===== src/rtl/fifo_arb_pkg.sv =====
// ---------------------------------------------------------------------------
// fifo_arb_pkg
// Shared constants for the shared-FIFO write arbiter:
//   - FSM state encoding (IDLE = 0, BUSY = 1)
//   - default requester count, data width and burst length
//   - width of the grant index / last-owner fields
// ---------------------------------------------------------------------------
package fifo_arb_pkg;

  localparam int NREQ_DEF  = 4;   // write requesters (2..8)
  localparam int DW_DEF    = 8;   // data width of the shared FIFO
  localparam int BURST_DEF = 4;   // maximum beats per grant (1..15)

  localparam int GID_W     = 3;   // grant index width, covers up to 8 requesters

  localparam logic [0:0] ST_IDLE = 1'b0;
  localparam logic [0:0] ST_BUSY = 1'b1;

endpackage


===== src/rtl/rr_pick.sv =====
// ---------------------------------------------------------------------------
// rr_pick
// Combinational round-robin picker. The search starts at last_owner+1 and
// wraps modulo NREQ, so the previous owner has the lowest priority.
// Ports:
//   req_valid  [NREQ-1:0]  request vector
//   last_owner [2:0]       index of the most recent owner
//   winner     [2:0]       index of the selected requester (0 if none)
//   any_valid              at least one request is present
// ---------------------------------------------------------------------------
module rr_pick
  import fifo_arb_pkg::*;
#(
  parameter int NREQ = NREQ_DEF
) (
  input  logic [NREQ-1:0]  req_valid,
  input  logic [GID_W-1:0] last_owner,
  output logic [GID_W-1:0] winner,
  output logic             any_valid
);

  // NOTE: every variable written here gets a default first, so no path can
  // leave a value unassigned and infer a latch.
  always_comb begin
    winner    = '0;
    any_valid = 1'b0;
    // Offset k walks the priority ring; the first hit stops further updates.
    for (int k = 1; k <= NREQ; k++) begin
      for (int j = 0; j < NREQ; j++) begin
        if (!any_valid && req_valid[j] && (j == (int'(last_owner) + k) % NREQ)) begin
          winner    = GID_W'(j);
          any_valid = 1'b1;
        end
      end
    end
  end

endmodule


===== src/rtl/fifo_wr_arbiter.sv =====
// ---------------------------------------------------------------------------
// fifo_wr_arbiter
// Round-robin arbiter granting NREQ write requesters bursts of up to BURST
// beats into one shared FIFO. Arbitration takes one IDLE cycle; the owner
// then streams beats while fifo_full is low. The grant ends on the BURST-th
// beat or as soon as the owner drops its valid.
//
// Ports:
//   clk            clock, rising edge
//   reset          asynchronous active-low reset
//   req_valid      [NREQ]     per-requester write request
//   req_data       [NREQ*DW]  per-requester data, requester i at [i*DW +: DW]
//   req_ready      [NREQ]     per-requester accept (one-hot or zero)
//   fifo_full      shared FIFO full flag
//   fifo_write_en  shared FIFO write strobe (combinational beat)
//   fifo_data_in   [DW]       shared FIFO write data (zero when idle)
//   grant_id       [3]        current owner, meaningful while busy
//   busy           high in BUSY state
//   grant_cnt      [NREQ*8]   per-requester saturating grant counters
//
// Build option: define FIFO_ARB_GRANT_CNT_EN to enable the grant counters;
// otherwise grant_cnt is tied to zero.
// ---------------------------------------------------------------------------
module fifo_wr_arbiter
  import fifo_arb_pkg::*;
#(
  parameter int NREQ  = NREQ_DEF,
  parameter int DW    = DW_DEF,
  parameter int BURST = BURST_DEF
) (
  input  logic                 clk,
  input  logic                 reset,
  input  logic [NREQ-1:0]      req_valid,
  input  logic [NREQ*DW-1:0]   req_data,
  output logic [NREQ-1:0]      req_ready,
  input  logic                 fifo_full,
  output logic                 fifo_write_en,
  output logic [DW-1:0]        fifo_data_in,
  output logic [GID_W-1:0]     grant_id,
  output logic                 busy,
  output logic [NREQ*8-1:0]    grant_cnt
);

  logic [0:0]       state;
  logic [3:0]       beat_cnt;
  logic [GID_W-1:0] last_owner;
  logic [GID_W-1:0] winner;
  logic             any_valid;
  logic             owner_valid;
  logic             beat;
  logic             last_beat;

  rr_pick #(.NREQ(NREQ)) u_rr_pick (
    .req_valid  (req_valid),
    .last_owner (last_owner),
    .winner     (winner),
    .any_valid  (any_valid)
  );

  // Owner mux: everything is gated by BUSY, so IDLE (and reset) force the
  // ready, strobe and data outputs to zero without extra logic.
  always_comb begin
    owner_valid  = 1'b0;
    fifo_data_in = '0;
    req_ready    = '0;
    if (state == ST_BUSY) begin
      for (int i = 0; i < NREQ; i++) begin
        if (grant_id == GID_W'(i)) begin
          owner_valid  = req_valid[i];
          fifo_data_in = req_data[i*DW +: DW];
          req_ready[i] = !fifo_full;
        end
      end
    end
  end

  assign beat          = owner_valid && !fifo_full;
  assign last_beat     = beat && (beat_cnt == 4'(BURST - 1));
  assign fifo_write_en = beat;
  assign busy          = (state == ST_BUSY);

  // NOTE: sequential state uses non-blocking assignments so every register
  // samples the pre-edge values regardless of statement order.
  always_ff @(posedge clk or negedge reset) begin
    if (!reset) begin
      state      <= ST_IDLE;
      grant_id   <= '0;
      beat_cnt   <= '0;
      last_owner <= GID_W'(NREQ - 1);
    end else begin
      case (state)
        ST_IDLE: begin
          if (any_valid) begin
            grant_id <= winner;
            beat_cnt <= '0;
            state    <= ST_BUSY;
          end
        end
        ST_BUSY: begin
          // A stalled cycle (fifo_full) neither counts nor ends the grant.
          if (!owner_valid || last_beat) begin
            state      <= ST_IDLE;
            last_owner <= grant_id;
          end else if (beat) begin
            beat_cnt <= beat_cnt + 4'd1;
          end
        end
        default: state <= ST_IDLE;
      endcase
    end
  end

`ifdef FIFO_ARB_GRANT_CNT_EN
  logic [7:0] cnt_q [NREQ];
  logic       grant_start;

  assign grant_start = (state == ST_IDLE) && any_valid;

  // NOTE: the counter array is small and architecturally visible, so it is
  // reset like any other register rather than treated as an uninitialised RAM.
  always_ff @(posedge clk or negedge reset) begin
    if (!reset) begin
      for (int i = 0; i < NREQ; i++) cnt_q[i] <= '0;
    end else begin
      for (int i = 0; i < NREQ; i++) begin
        if (grant_start && (winner == GID_W'(i)) && (cnt_q[i] != 8'hFF)) begin
          cnt_q[i] <= cnt_q[i] + 8'd1;
        end
      end
    end
  end

  for (genvar g = 0; g < NREQ; g++) begin : g_cnt
    assign grant_cnt[g*8 +: 8] = cnt_q[g];
  end
`else
  assign grant_cnt = '0;
`endif

endmodule

===== config.mk =====
export PLATFORM = sky130hd
export DESIGN_NAME = fifo_wr_arbiter
export DESIGN_NICKNAME = d
export VERILOG_FILES = /design/src/rtl/fifo_arb_pkg.sv /design/src/rtl/rr_pick.sv /design/src/rtl/fifo_wr_arbiter.sv
export SDC_FILE = /design/constraint.sdc
export NUM_CORES = 1
export LEC_CHECK = 0
export BUFFER_PORTS_ARGS = -buffer_cell sky130_fd_sc_hd__buf_2
export CORE_MARGIN = 4
export CORE_UTILIZATION = 36
export DETAILED_ROUTE_END_ITERATION = 7
export HOLD_SLACK_MARGIN = 0.1
export PLACE_DENSITY = 0.89
export SYNTH_ARGS = -nofsm -noshare
export SYNTH_HDL_FRONTEND = slang
export SYNTH_SLANG_ARGS = --single-unit

===== constraint.sdc =====
create_clock -name clk -period 1.3 [get_ports clk]
set_input_delay 0.13 -clock clk [delete_from_list [all_inputs] [get_ports clk]]
set_output_delay 0.13 -clock clk [all_outputs]
set_load 0.03 [all_outputs]

==> results of run 1 <==
-- what timing repair did --
action                     in CTS  in global routing
pin swaps                      10                  7
setup endpoints to repair      21                 24
setup buffers                   6                  3
hold endpoints to repair        9                  0
hold buffers                    1                  0
resized for setup              41                 20
-- worst min-delay path, delay by kind of cell --
family	cells	cell delay, ns
compound gates	3	0.18
buf+inv	1	0.13
-- cell families after synthesis --
logic type,synth area share [%]
buffers and inverters,26.9
AND/OR/NAND/NOR,17.5
AO/OA/AOI/OAI,10.1
multiplexers,23.5
flip-flops,20.5
adder cells (fa/ha/maj),1.13
other,0.338
-- routing by layer --
layer | GRT usage [%] | vias to the layer above
met1 | 14.8 | 522
met4 | 5.39 | 0
li1 | - | 509
met5 | 0 | -
met2 | 29.2 | 61
met3 | 4.26 | 4
-- cells in the mapped netlist, types with 3 or more instances --
master,n,area [um2]
buf_4,34,255
o21ai_0,4,20.0
and2_1,8,50.1
nand3_1,3,15.0
mux2i_1,7,70.1
nor2_1,8,30.0
nand2_1,11,41.3
a21oi_1,8,40.0
inv_1,4,15.0
dfrtp_1,7,175
mux4_2,8,180
-- how the worst max path moves through the flow --
stage / to / cells past startpoint
5_1_grt: fifo_data_in[0] / 4
4_1_cts: fifo_data_in[3] / 4
6_report: fifo_data_in[3] / 4
3_3_place_gp: beat_cnt[2] / 5
2_1_floorplan: beat_cnt[3] / 5
3_5_place_dp: beat_cnt[0] / 5
-- state kept, by name, indices dropped and copies added, names as in the netlist --
signal	flops
last_owner	2
beat_cnt	4
grant_id	2
busy	1
-- power groups by stage --
stage	clock network [W]	logic [W]	registers (W)
final	0.000232	0.00316	0.000507
after floorplan	0	0.00181	0.000562
after CTS	0.000229	0.00290	0.000504
after detailed placement	0	0.00225	0.000557
after global routing	0.000243	0.00334	0.000525
after global placement	0	0.00222	0.000542
-- area by class of cell --
class / count / area [um2]
repair buffers: 76 / 591
fillers: 227 / 1130
multi-input cells: 104 / 825
flip-flops and latches: 9 / 230
inverters: 4 / 15.0
clock buffers: 4 / 26.3
well taps: 31 / 38.8
-- through the flow --
| stage | power, W | hold slack (ns) | instance area, um2 |
|---|---|---|---|
| 4_1_cts | 0.00363 | 0.214 | 1620 |
| 3_5_place_dp | 0.00281 | -0.00450 | 1390 |
| 5_1_grt | 0.00411 | 0.259 | 1730 |
| 3_3_place_gp | 0.00276 | -0.00587 | 1390 |
| 6_report | 0.00390 | 0.215 | 1730 |
| 2_1_floorplan | 0.00237 | -0.166 | 1290 |
==> impl_metrics.csv, run 1 <==
group,metric,value,unit
outcome,outcome,"finished, violations left",
outcome,violations,"setup timing",
routing,via_count,1096,
final_layout,mostFrequentLayoutCell,"buf_2",
clock_tree,clkSinkCount,9,
power,internal_power,0.00213,W
global_route,globalRouteTotalUtil,15.0,%
timing,slew_violations,0,
routing,drc,0,
floorplanning,num_rows,19,
critical_path,slowest_stage,"mux4_2",
critical_path,critPathMaxFanout,5,
clock_tree,clkLatencyLatePin,0.27,ns
clock_tree,cts_tree,"yes",
global_route,grt_pass1_wl,4820,um
routing,routed_via_density,4.81,
final_layout,final_nets,238,
timing,finalSetupTns,-5.73,ns
timing,finalCriticalPeriod,1.70,ns
routing,routed-wl-met2,1850,um
final_layout,area_growth,55.3,%
logic_synthesis,synth_cells,124,
critical_path,reg2reg_depth,7,
critical_path,critPathBufInv,2,
critical_path,reg2reg_to,"beat_cnt[3]",
final_layout,layout.cells.most_common_list,"buf_2, conb_1, buf_6",
routing,top_layer_used,"met4",
logic_synthesis,yosys_warnings,0,
timing,final-setup-viol-count,20,
logic_synthesis,synth.avg_cell_area,8.96,um2
routing,route.met3.wl,324,um
routing,wl_met1,1110,um
routing,firstDrtPassIters,4,
floorplanning,die-area,4040,um2
critical_path,cp_cell_sequence,"buf_12, mux4_2, and2_4, buf_6",
final_layout,final_cells,228,
timing,fmax,588,MHz
placed_design,place_congestion,0.862,
power,p_seq_share,13.0,%
power,pwr_density_cell,2260,nW/um2
clock_tree,clock_path_buffers,2,
flow_run,maxCapViolCount,0,
global_route,first_global_vias,1066,
power,p_clk_share,5.9,%
timing,timing.final.ws_setup,-0.402,ns
critical_path,worstPathArrival,1.57,ns
power,switching_power,0.00176,W
floorplanning,ios,88,
critical_path,worstSetupPathType,"flip-flop to output pin",
floorplanning,die_h,63.6,um
final_layout,fin_util,60.5,%
floorplanning,start_util,38.9,%
placed_design,hpwl,2450,um
timing,rsz0062_at_grt,"true",
floorplanning,core_region_area,2850,um2
clock_tree,numCtsBuffers,3,
critical_path,worst_path_largest_cell_delay,0.49,ns
clock_tree,clk_pin_slew,0.07,ns
timing,hold_viol,0,
routing,antenna_left,0,
critical_path,cp-end-kind,"output pin",
logic_synthesis,seq_area_frac_synth,20.5,%
hold_path,hold_depth,4,
global_route,grt_antenna_before_repair,0,
floorplanning,die_w,63.6,um
logic_synthesis,synth_edf_count,0,
hold_path,hold_path.startpoint,"req_valid[0]",
final_layout,final_layout_size_suffix_gt1_share,58.9,%
placed_design,dp.cells,214,
routing,wire_per_inst,14.5,um
critical_path,path_delay_family,"multiplexers",
timing,skew,0.00619,ns
logic_synthesis,ys.flop_type,"dfrtp_1",
global_route,overflow,0,
critical_path,worst_setup_path_start_kind,"flip-flop",
global_route,grt_max_degree,12,
critical_path,cp.required,1.17,ns
routing,drtIter0Drc,33,
logic_synthesis,synth_area,1110,um2
clock_tree,cts-root-buf,"clkbuf_4",
timing,period_share,131,%
clock_tree,htreeDepth,1,
critical_path,cp-startpoint,"grant_id[0]",
logic_synthesis,yosysUniqueCellTypes,29,
logic_synthesis,synthArstFlopShare,100,%
power,vdd_drop_max,0.949,mV
critical_path,crit-reg2reg-launch,"grant_id[0]",
placed_design,port_buffers,54,
power,swShare,45.3,%
power,leakagePower,0.882,nW
hold_path,hp-class,"input pin to flip-flop",
power,combPwrFrac,81.0,%
routing,totalWireLength,3300,um
final_layout,n_antenna_cell,0,
logic_synthesis,ys_ff_latch,9,
critical_path,r2r_slack,-0.26,ns
placed_design,place_ws,-0.324,ns
hold_path,holdPathEnd,"grant_id[0]",
Note: power is estimated with default switching activity, not from simulation.
==> inputs of run 2 (changes only) <==
--- a/config.mk
+++ b/config.mk
@@ -5,12 +5,13 @@
 export SDC_FILE = /design/constraint.sdc
 export NUM_CORES = 1
 export LEC_CHECK = 0
+export ABC_AREA = 1
 export BUFFER_PORTS_ARGS = -buffer_cell sky130_fd_sc_hd__buf_2
 export CORE_MARGIN = 4
-export CORE_UTILIZATION = 36
+export CORE_UTILIZATION = 45
 export DETAILED_ROUTE_END_ITERATION = 7
 export HOLD_SLACK_MARGIN = 0.1
-export PLACE_DENSITY = 0.89
+export PLACE_DENSITY = 0.95
 export SYNTH_ARGS = -nofsm -noshare
 export SYNTH_HDL_FRONTEND = slang
 export SYNTH_SLANG_ARGS = --single-unit
==> constraint.sdc (replaced) <==
create_clock -name clk -period 2.2 [get_ports clk]
set_input_delay 0.22 -clock clk [delete_from_list [all_inputs] [get_ports clk]]
set_output_delay 0.22 -clock clk [all_outputs]
set_load 0.03 [all_outputs]
==> impl_metrics.csv, run 2 <==
group,metric,value,unit
clock_tree,clkLatencyLatePin,0.27,ns
global_route,overflow,0,
final_layout,n_antenna_cell,0,
critical_path,reg2reg_to,"grant_id[0]",
final_layout,mostFrequentLayoutCell,"buf_2",
logic_synthesis,synth_edf_count,0,
timing,fmax,502,MHz
logic_synthesis,ys_ff_latch,9,
floorplanning,start_util,47.4,%
timing,slew_violations,0,
logic_synthesis,synthArstFlopShare,100,%
hold_path,hold_path.startpoint,"fifo_full",
logic_synthesis,synth.avg_cell_area,6.50,um2
routing,routed_via_density,4.82,
hold_path,hp-class,"input pin to flip-flop",
logic_synthesis,seq_area_frac_synth,17.4,%
critical_path,reg2reg_depth,13,
global_route,grt_max_degree,12,
critical_path,worstSetupPathType,"flip-flop to output pin",
final_layout,final_nets,299,
routing,via_count,1393,
timing,skew,0.00547,ns
clock_tree,cts_tree,"yes",
critical_path,r2r_slack,0.25,ns
placed_design,postPlaceCellArea,1480,um2
global_route,first_global_vias,1289,
critical_path,worstPathArrival,1.77,ns
timing,hold_viol,0,
floorplanning,die-area,3830,um2
clock_tree,cts-root-buf,"clkbuf_4",
final_layout,largest_reg_flops,4,
critical_path,critPathMaxFanout,9,
final_layout,largest-register,"beat_cnt",
routing,wire_per_inst,11.7,um
clock_tree,clk_pin_slew,0.08,ns
global_route,grt_antenna_before_repair,0,
critical_path,cp-end-kind,"output pin",
critical_path,crit-reg2reg-launch,"last_owner[0]",
clock_tree,post_cts_buffers,0,
power,pwr_density_cell,1310,nW/um2
logic_synthesis,synthDominantCellAreaShare,19.5,%
floorplanning,core_region_area,2760,um2
routing,drc,0,
timing,rsz0062_at_grt,"false",
placed_design,port_buffers,54,
final_layout,largestRegisters,"beat_cnt (4), grant_id (2), last_owner (2)",
critical_path,worst_setup_path_start_kind,"flip-flop",
logic_synthesis,synthTopCellsByCount,"buf_4, nand2_1, inv_1, nor2_1, nand3_1",
final_layout,final_area,1530,um2
logic_synthesis,synth.most_common_cell,"buf_4",
timing,finalSetupTns,0,ns
logic_synthesis,synth_area,1310,um2
routing,drtIter0Drc,17,
placed_design,place_congestion,0.915,
final_layout,area_growth,16.7,%
logic_synthesis,yosysUniqueCellTypes,31,
clock_tree,clkSinkCount,9,
timing,final-setup-viol-count,0,
logic_synthesis,ys.flop_type,"dfrtp_1",
critical_path,cp.required,1.98,ns
logic_synthesis,yosys.area.top_type,"buf_4",
power,leakagePower,0.864,nW
placed_design,hpwl,2860,um
clock_tree,htreeDepth,1,
flow_run,maxCapViolCount,0,
logic_synthesis,ys_top_cells_by_area,"buf_4, dfrtp_1, nand2_1",
routing,antenna_left,0,
floorplanning,die_w,61.9,um
final_layout,layout.cells.most_common_list,"buf_2, conb_1, nand2_1",
timing,finalCriticalPeriod,1.99,ns
timing,period_share,90.6,%
clock_tree,numCtsBuffers,3,
hold_path,holdPathEnd,"busy",
global_route,grt_pass1_wl,5440,um
final_layout,final_layout_size_suffix_gt1_share,31.8,%
routing,totalWireLength,3370,um
floorplanning,die_h,61.9,um
logic_synthesis,synth_cells,201,
logic_synthesis,yosys_warnings,0,
power,vdd_drop_max,1.03,mV
clock_tree,clock_path_buffers,2,
outcome,outcome,"completed",
floorplanning,num_rows,19,
hold_path,hold_depth,3,
global_route,globalRouteTotalUtil,18.6,%
routing,firstDrtPassIters,4,
floorplanning,ios,88,
## run 2: worst max-delay path by stage
stage / startpoint / to / depth (start not counted)
4_1_cts: grant_id[0] / fifo_data_in[6] / 6
2_1_floorplan: grant_id[0] / fifo_data_in[6] / 6
3_5_place_dp: last_owner[0] / grant_id[1] / 13
3_3_place_gp: last_owner[1] / grant_id[0] / 13
5_1_grt: grant_id[1] / fifo_data_in[7] / 7
6_report: grant_id[1] / fifo_data_in[7] / 7
## run 2: cell families (layout without fill, tap and decap cells)
kind of cell	after synthesis	after routing	share of synthesized area, %
buffers and inverters	61	86	27.4
xor gates and xnor gates	1	1	0.670
other	1	33	0.287
DFF	9	9	17.4
AOI/OAI and AO/OA	30	30	14.7
adders and majority gates	1	1	0.957
and+or+nand+nor	98	98	38.6
## run 2: area by class of cell
cell class	instances	area (um2)
timing repair buffer	56	288
clock inverter	1	5.00
inverter	26	97.6
tap	31	38.8
fill	300	1230
sequential	9	229
clock buffer	3	22.5
multi-input combinational	163	845
## run 2: critical path, stage by stage, from the launching register on
cell and delay (ns):
dfrtp_2 0.47, inv_2 0.16, nand2_1 0.11, inv_1 0.17, a221oi_1 0.10, o21ai_0 0.16, o211a_1 0.15, buf_2 0.19
## run 2: timing repair
item                                   in CTS  in global routing
endpoints found under the hold margin       9                  0
hold buffers                                1                  0
setup endpoints to repair                   0                  3
resized for setup                           0                  2
## run 2: through the flow
| step | setup WS, ns | total power, W | std cells | util [%] | hold WS [ns] |
|---|---|---|---|---|---|
| final | 0.206 | 0.00199 | 289 | 55.3 | 0.293 |
| after floorplan | 0.291 | 0.00154 | 233 | - | -0.0756 |
| after global routing | 0.0281 | 0.00218 | 289 | 55.3 | 0.312 |
| after CTS | 0.161 | 0.00199 | 289 | 55.2 | 0.285 |
| after detailed placement | 0.257 | 0.00184 | 284 | 53.8 | 0.0883 |
| after global placement | 0.362 | 0.00181 | 284 | 53.8 | 0.0804 |
## run 2: report_power, final
part / switching (W) / internal (W)
sequential: 0.000119 / 0.000237
clock: 0.0000714 / 0.0000672
combinational: 0.00103 / 0.000468
## run 2: layer usage
layer | track usage (%) | share of wire, % | vias up
li1 | - | - | 712
met1 | 22.9 | 38 | 625
met2 | 32.4 | 53 | 52
met3 | 4.96 | 8.1 | 4
met4 | 3.94 | 0.74 | 0
met5 | 0 | 0 | -
